--- config.mk ---
export PLATFORM = sky130hd
export DESIGN_NAME = conv1_tap_mult
export DESIGN_NICKNAME = d
export VERILOG_FILES = /design/src/rtl/conv1_tap_mult.sv
export SDC_FILE = /design/constraint.sdc
export NUM_CORES = 1
export LEC_CHECK = 0
export ABC_AREA = 0
export CAP_MARGIN = 20
export CORE_AREA = 3 3 90 156
export DETAILED_ROUTE_END_ITERATION = 6
export DIE_AREA = 0 0 93 159
export PLACE_DENSITY_LB_ADDON = 0.15
export SETUP_SLACK_MARGIN = 0.05
export SLEW_MARGIN = 40
export SYNTH_ARGS = -nofsm -noshare
export SYNTH_HDL_FRONTEND = slang
export SYNTH_SLANG_ARGS = --single-unit
--- constraint.sdc ---
create_clock -name clk -period 8.7 [get_ports clk]
set_input_delay 1.74 -clock clk [delete_from_list [all_inputs] [get_ports clk]]
set_output_delay 1.74 -clock clk [all_outputs]
set_load 0.02 [all_outputs]
--- src/rtl/conv1_tap_mult.sv ---
// conv1_tap_mult
// Input-side datapath slice of a conv-layer-1 processing element.
// A 3-tap shift line of unsigned 8-bit pixels feeds three 8x8 multipliers,
// one per kernel column. Products are 20-bit signed (sign-extended 17-bit).
//
// Ports:
//   clk       in   1   rising-edge clock
//   rst_n     in   1   asynchronous active-low reset, clears taps (and product regs)
//   en        in   1   shift/compute enable
//   ifmap_in  in   8   unsigned pixel entering tap 0
//   filtr_in  in  24   signed weights: [7:0] tap0, [15:8] tap1, [23:16] tap2
//   tap0..2   out  8   shift-line taps (tap0 newest, forwarded to next PE)
//   prod0..2  out 20   signed tapN * weightN
//
// Build option:
//   CONV1_MULT_PIPE_EN  defined   -> each product is registered (loaded when en=1),
//                                    adding one enabled cycle of latency.
//                       undefined -> products are combinational from taps and weights.
module conv1_tap_mult (
  input  logic        clk,
  input  logic        rst_n,
  input  logic        en,
  input  logic [7:0]  ifmap_in,
  input  logic [23:0] filtr_in,
  output logic [7:0]  tap0,
  output logic [7:0]  tap1,
  output logic [7:0]  tap2,
  output logic [19:0] prod0,
  output logic [19:0] prod1,
  output logic [19:0] prod2
);

  logic [7:0]  tap0_q, tap1_q, tap2_q;
  logic [19:0] mult0_d, mult1_d, mult2_d;

  // Pixel is zero-extended to 9 bits so it stays non-negative in the signed
  // multiply; 9x8 signed fits in 17 bits, then sign-extended to 20.
  function automatic logic [19:0] tap_mult(input logic [7:0] px, input logic [7:0] w);
    logic signed [16:0] p;
    p = $signed({1'b0, px}) * $signed(w);
    return {{3{p[16]}}, p};
  endfunction

  always_ff @(posedge clk or negedge rst_n) begin
    if (!rst_n) begin
      tap0_q <= 8'd0;
      tap1_q <= 8'd0;
      tap2_q <= 8'd0;
    end else if (en) begin
      tap2_q <= tap1_q;
      tap1_q <= tap0_q;
      tap0_q <= ifmap_in;
    end
  end

  always_comb begin
    mult0_d = tap_mult(tap0_q, filtr_in[7:0]);
    mult1_d = tap_mult(tap1_q, filtr_in[15:8]);
    mult2_d = tap_mult(tap2_q, filtr_in[23:16]);
  end

`ifdef CONV1_MULT_PIPE_EN
  logic [19:0] prod0_q, prod1_q, prod2_q;

  // Captures the product of the taps and weights present at the enabled edge,
  // i.e. before the shift line moves on that same edge.
  always_ff @(posedge clk or negedge rst_n) begin
    if (!rst_n) begin
      prod0_q <= 20'd0;
      prod1_q <= 20'd0;
      prod2_q <= 20'd0;
    end else if (en) begin
      prod0_q <= mult0_d;
      prod1_q <= mult1_d;
      prod2_q <= mult2_d;
    end
  end

  assign prod0 = prod0_q;
  assign prod1 = prod1_q;
  assign prod2 = prod2_q;
`else
  assign prod0 = mult0_d;
  assign prod1 = mult1_d;
  assign prod2 = mult2_d;
`endif

  assign tap0 = tap0_q;
  assign tap1 = tap1_q;
  assign tap2 = tap2_q;

endmodule

# Yosys cells after proc, flatten, opt, wreduce, memory -nomap -nowiden
# Index checks and enable logic that the tools add are counted.
[totals]
input_bits = 35
wordCells = 6
output_inout_bits = 84
ff_bits = 24
[classes]
n_mul = 3
[op_table]
columns = ["cell", "n"]
rows = [
  ["multiplier 9 x 8 -> 17 bit", 3],
]

# Depth between registers and ports, before layout
# Gate-level depths: netlist of the first run.
[logic_depth]
ltp_word = 1
mapped_depth = 19
mapped_depth_nobuf = 17

# Least setup slack after synthesis of the first run
# No wires, ideal clock.
[synth_path]
path_kind = "in2out"
startpoint = "in filtr_in[10]"
endpoint = "out prod1[17]"
arrival_ps = 5831
path_buffers = 1
stages = 15
setup_slack_ps = 1129
path_cell_list = "and2_1 fa_1 inv_1 fa_1 inv_1 fa_1 inv_1 fa_1 inv_1 ha_1 o2111ai_2 a31oi_1 nor2_1 a311oi_1 buf_4"
[synth_via]
elab_chain_cells = 1
[synth_lines]
columns = ["element", "line", "text"]
rows = [
  ["start: declaration", "24", "input logic [23:0] filtr_in,"],
  ["multiplier 9 x 8 -> 17 bit", "40", "p = $signed({1'b0, px}) * $signed(w);"],
  ["end: declaration", "29", "output logic [19:0] prod1,"],
]
# Every way passes these cells.

# Worst setup path in the final report of the first run
[layout_path]
startpoint = "in filtr_in[5]"
endpoint = "out prod0[15]"
[layout_via]
elab_chain_cells = 1
[layout_lines]
columns = ["element", "line", "text"]
rows = [
  ["multiplier 9 x 8 -> 17 bit", "40", ""],
  ["end: declaration", "28", "output logic [19:0] prod0,"],
]
# Every way passes these cells.

==> results of run 1 <==
==> placed cells by master (no fill, tap or decap), types with 3 or more instances in the layout <==
master	instances
o21a_1	6
a21o_1	10
nor3_1	8
a211oi_1	4
nand2_1	62
or3_1	3
o21ai_0	14
nand2b_1	14
clkbuf_16	3
mux2_2	24
xor2_1	6
a21oi_1	13
dfrtp_1	24
xnor2_1	18
o211ai_1	5
nand3_1	5
clkdlybuf4s50_1	104
a311oi_1	3
o311ai_0	3
fa_1	111
dlymetal6s2s_1	12
inv_1	178
nor2b_1	6
and2_1	125
a31oi_1	6
nor2_1	38
a211o_1	3
nand4_1	3
ha_1	129
==> metrics by stage <==
stage / utilization, % / instance area (um2) / hold WS (ns) / setup slack (ns) / cells
global placement: 70.7 / 9150 / 0.728 / 0.190 / 1150
CTS: 71.5 / 9240 / 0.755 / 0.0915 / 1154
detailed placement: 70.6 / 9140 / 0.736 / 0.104 / 1150
global route: 71.9 / 9300 / 0.794 / 0.0509 / 1155
finish: 71.9 / 9300 / 0.756 / 0.311 / 1155
floorplan: - / 7880 / 0.736 / 1.13 / 888
==> registers in the layout (all words and copies together) (netlist names) <==
name and cells:
tap0 8, tap2 8, tap1 8
==> layer usage <==
metal / track usage [%] / vias to the layer above / wire [um]
met1: 26.8 / 3152 / 6390
li1: - / 2999 / -
met4: 7.67 / 0 / 563
met5: 0 / - / 0
met2: 49.5 / 164 / 10200
met3: 2.84 / 44 / 688
==> path summary, 6_finish.rpt <==
check,from,to,cells after the start
max,filtr_in[5],prod0[15],14
min,tap2[1],tap2[1],1
max reg2reg,tap0[3],tap0[3],1
min reg2reg,tap2[1],tap2[1],1
max in group asynchronous,rst_n,tap1[7],1
min in group asynchronous,rst_n,tap2[0],1
==> layout make-up <==
type / count / share of cell area, %
Clock inverter: 1 / 0.323
Clock buffer: 3 / 0.808
Tap cell: 171 / 2.30
Antenna cell: 1 / 0.0269
Multi-Input combinational cell: 657 / 69.8
Inverter: 178 / 7.19
Timing Repair Buffer: 120 / 13.1
Sequential cell: 24 / 6.46
==> Yosys cell counts, drive strengths merged, types with 13 or more instances <==
cell	n	area share [%]
inv	178	8.5
ha	129	20
and2	125	9.9
fa	111	28
nand2	62	3.0
nor2	38	1.8
dfrtp	24	7.6
mux2	24	3.4
xnor2	19	2.1
clkbuf	18	0.86
o21ai	17	1.1
nand2b	14	1.1
a21oi	13	0.83
==> cells by family after synthesis <==
kind of cell               after synthesis
xor gates and xnor gates                25
buffers and inverters                  207
and+or+nand+nor                        280
AOI/OAI and AO/OA                       88
DFF                                     24
muxes                                   24
adders and majority gates              240
==> timing repair <==
item / CTS / global route
resized for setup: 0 / 15
setup buffers: 0 / 0
endpoints found under the setup margin: 0 / 15
==> impl_metrics.toml, run 1 <==
[critical_path]
end_kind = "output port"
critical_path_buf_inv_count = 4
cpMaxStageDelayCell = "clkdlybuf4s50_1"
path_cells = "clkdlybuf4s50_1 > and2_1 > fa_1 > fa_1 > fa_1 > inv_1 > fa_1 > inv_1 > ha_1 > o21a_1 > a211o_1 > a31oi_1 > xnor2_1 > clkdlybuf4s50_1"
cp_data_arrival_time_ns = 6.65
cp_max_fo = 8
required_ns = 6.96
cp-start-kind = "input port"
critical_path_class = "in -> out"
reg2reg_setup_slack_ns = 7.71
cp_slowest_stage_delay_ns = 0.64
crit_top_cell = "fa_1"
path_delay_family = "adder cells"

[global_route]
antenna_found_initial = 1
grt_usage_pct = 25.0
grt_pass1_vias = 6798
grt_max_degree = 25
gr-total-overflow = 0
grt_pass1_wl_mm = 30.6

[drt]
avgViaCountPerCell = 5.51
drc = 0
wire_per_inst_um = 15.4
wl_mm = 17.8
drtPass1Iterations = 4
drt-initial-drc-count = 235
vias = 6359
postRouteAntennaNets = 0

[clocking]
clk_latency_ns = 0.25
postCtsHoldBufs = 0
h-tree-depth = 1
clkTransAtPathRegs_ns = 0.07
clock-sinks = 24
numCtsBuffers = 3
cts_root_buf = "clkbuf_16"
cts_buffer_depth = 2
cts_tree = "done"

[yosys]
synth_top_family_by_area = "adder cells"
syn_avg_cell_area_um2 = 8.88
ys_types = 56
synth_cells = 888
synth_compound_area_share_pct = 8.00
synth-seq-area-share_pct = 7.62
ys.warnings.count = 0
synthArstFlopShare_pct = 100
muxShareOfSynthArea_pct = 3.43
synth_edf_count = 0
syn_nets = 1163
yosys_register_bits = 24
synth_fa_ha_area_share_pct = 48.7
yosys.area_share.xor_xnor_pct = 2.78
synth_ff_type = "dfrtp_1"
synth-simple-area-share_pct = 19.2
syn_area_mm2 = 0.00788

[floorplanning]
coreArea_mm2 = 0.0129
rows = 55
dieHeight_um = 159
fp.dieW_um = 93
io_pins = 119
die_area_mm2 = 0.0148
start_util_pct = 60.9

[cells_and_area]
seq_area_um2 = 601
syn_to_final_growth_pct = 17.9
fill_cells = 1072
multiInputGateArea_mm2 = 0.00649
nets = 1259
drive_gt1_share_pct = 4.68

[timing]
rsz0062_at_grt = "false"
timing.final.crit_share_pct = 96.4
relSlewSlack_pct = 61.5
final_hold_viol_count = 0
finalSetupViolCount = 0
fmax_ghz = 0.119
period_minus_slack_ns = 8.39
setup_tns_ns = 0
worstMarginPinSlew_ns = 0.577
clock_skew_ns = 0.00181
slew_viol_final = 0

[worst_hold_path]
worstHoldPathType = "reg -> reg"

[placement]
hpwl_mm = 14.9
gp_congestion = 0.866
io_buffer_count = 118

[job]
maxCapViolCount = 0

[run_status]
outcome = "finished, final reports clean"
Power of run 1 is left out: the tool's default activity adds up to more than one toggle a clock period on the data nets, which glitch-free logic cannot reach.
==> inputs of run 2 (changes only) <==
Settings changed: RECOVER_POWER set to 25, SLEW_MARGIN 40 to 10.
==> impl_metrics.toml, run 2 (synthesized netlist as in run 1, its figures left out) <==
[timing]
relSlewSlack_pct = 26.0
setup_tns_ns = 0
slew_viol_final = 0
period_minus_slack_ns = 8.41
timing.final.crit_share_pct = 96.7
final_hold_viol_count = 0
worstMarginPinSlew_ns = 1.11
clock_skew_ns = 0.00145
rsz0062_at_grt = "false"
finalSetupViolCount = 0
fmax_ghz = 0.119

[placement]
io_buffer_count = 118
hpwl_mm = 14.9
gp_congestion = 0.866

[clocking]
clkTransAtPathRegs_ns = 0.06
clk_latency_ns = 0.26
h-tree-depth = 1
cts_tree = "done"
cts_root_buf = "clkbuf_16"
clock-sinks = 24
cts_setup_buffers = 0
cts_buffer_depth = 2
numCtsBuffers = 3
postCtsHoldBufs = 0

[drt]
drt-initial-drc-count = 204
wire_per_inst_um = 15.4
top_layer_used = "met4"
drc = 0
drtPass1Iterations = 4
wl_mm = 17.8
wl_met2_mm = 10.1
avgViaCountPerCell = 5.53
wl_met1_mm = 6.33
postRouteAntennaNets = 0
vias = 6392
routed-wl-met3_um = 719

[global_route]
antenna_found_initial = 0
grt_max_degree = 25
gr-total-overflow = 0
grt_pass1_wl_mm = 30.9
grt_usage_pct = 25.3
grt_pass1_vias = 6892

[cells_and_area]
multiInputGateArea_mm2 = 0.00649
syn_to_final_growth_pct = 18.1
layout_commonest_cell = "inv_1"
fill_cells = 1085
drive_gt1_share_pct = 4.47
antenna_cells = 0
nets = 1260
seq_area_um2 = 601
layout_common_cells = "inv_1, ha_1, and2_1"

[run_status]
outcome = "finished, final reports clean"

[floorplanning]
rows = 55
die_area_mm2 = 0.0148
start_util_pct = 60.9
io_pins = 119
fp.dieW_um = 93
dieHeight_um = 159
coreArea_mm2 = 0.0129

[worst_hold_path]
min_path_cells = 1
worstHoldPathType = "reg -> reg"
hp-start = "tap2[1]"
hold-path-endpoint = "tap2[1]"

[critical_path]
path_delay_family = "adder cells"
r2r-end = "tap1[2]"
path_cells = "clkdlybuf4s50_1 > inv_1 > fa_1 > fa_1 > inv_1 > fa_1 > inv_1 > fa_1 > inv_1 > ha_1 > o21ai_0 > o21ai_0 > a31o_2 > o311ai_0 > clkdlybuf4s50_1"
critical_path_buf_inv_count = 6
cp_max_fo = 6
critical_path_class = "in -> out"
r2r_start = "tap0[2]"
required_ns = 6.96
cp-start-kind = "input port"
worstRegToRegCells = 1
cp_slowest_stage_delay_ns = 0.68
end_kind = "output port"
reg2reg_setup_slack_ns = 7.69
cpMaxStageDelayCell = "clkdlybuf4s50_1"
cp_data_arrival_time_ns = 6.67

[job]
maxCapViolCount = 0
run 2: cell count changes in the layout (fill, tap and decap cells not counted), sizes merged:
cell / before / now
clkdlybuf4s50: 104 / 96
dlygate4sd3: 0 / 10
diode: 1 / 0
buf: 4 / 2
clkbuf: 3 / 4
run 2: worst max path at each step:
stage,slack [ns],depth (start not counted),start,end
2_1_floorplan,1.13,15,filtr_in[10],prod1[17]
3_3_place_gp,0.19,19,filtr_in[17],prod2[19]
3_5_place_dp,0.10,19,filtr_in[17],prod2[19]
4_1_cts,0.08,19,filtr_in[17],prod2[19]
5_1_grt,0.06,16,filtr_in[11],prod1[12]
6_report,0.29,15,filtr_in[23],prod2[13]
run 2: layer usage:
metal / up-vias / GRT usage [%]
li1: 3005 / -
met1: 3157 / 26.9
met4: 0 / 8.01
met3: 57 / 3.12
met5: - / 0
met2: 173 / 49.7
run 2: metrics by stage:
stage	hold slack, ns	utilization (%)	std cells	area [um2]	worst slack, ns
floorplan	0.736	-	888	7880	1.13
detailed placement	0.738	70.7	1150	9150	0.101
CTS	0.757	71.5	1154	9250	0.0825
global placement	0.728	70.7	1150	9150	0.190
finish	0.752	71.9	1155	9310	0.291
global route	0.787	71.9	1155	9310	0.0604
run 2: area by class of cell:
cell class,count,area share (%)
Clock buffer,3,0.807
Clock inverter,1,0.323
Inverter,178,7.18
Multi-Input combinational cell,657,69.7
Sequential cell,24,6.45
Tap cell,171,2.30
Timing Repair Buffer,121,13.2
run 2: what timing repair did:
item | in CTS | in global routing
endpoints found under the hold margin | 0 | 0
gates resized for setup | 0 | 15
setup endpoints to repair | 0 | 15
Power of run 2 is left out for the same reason.
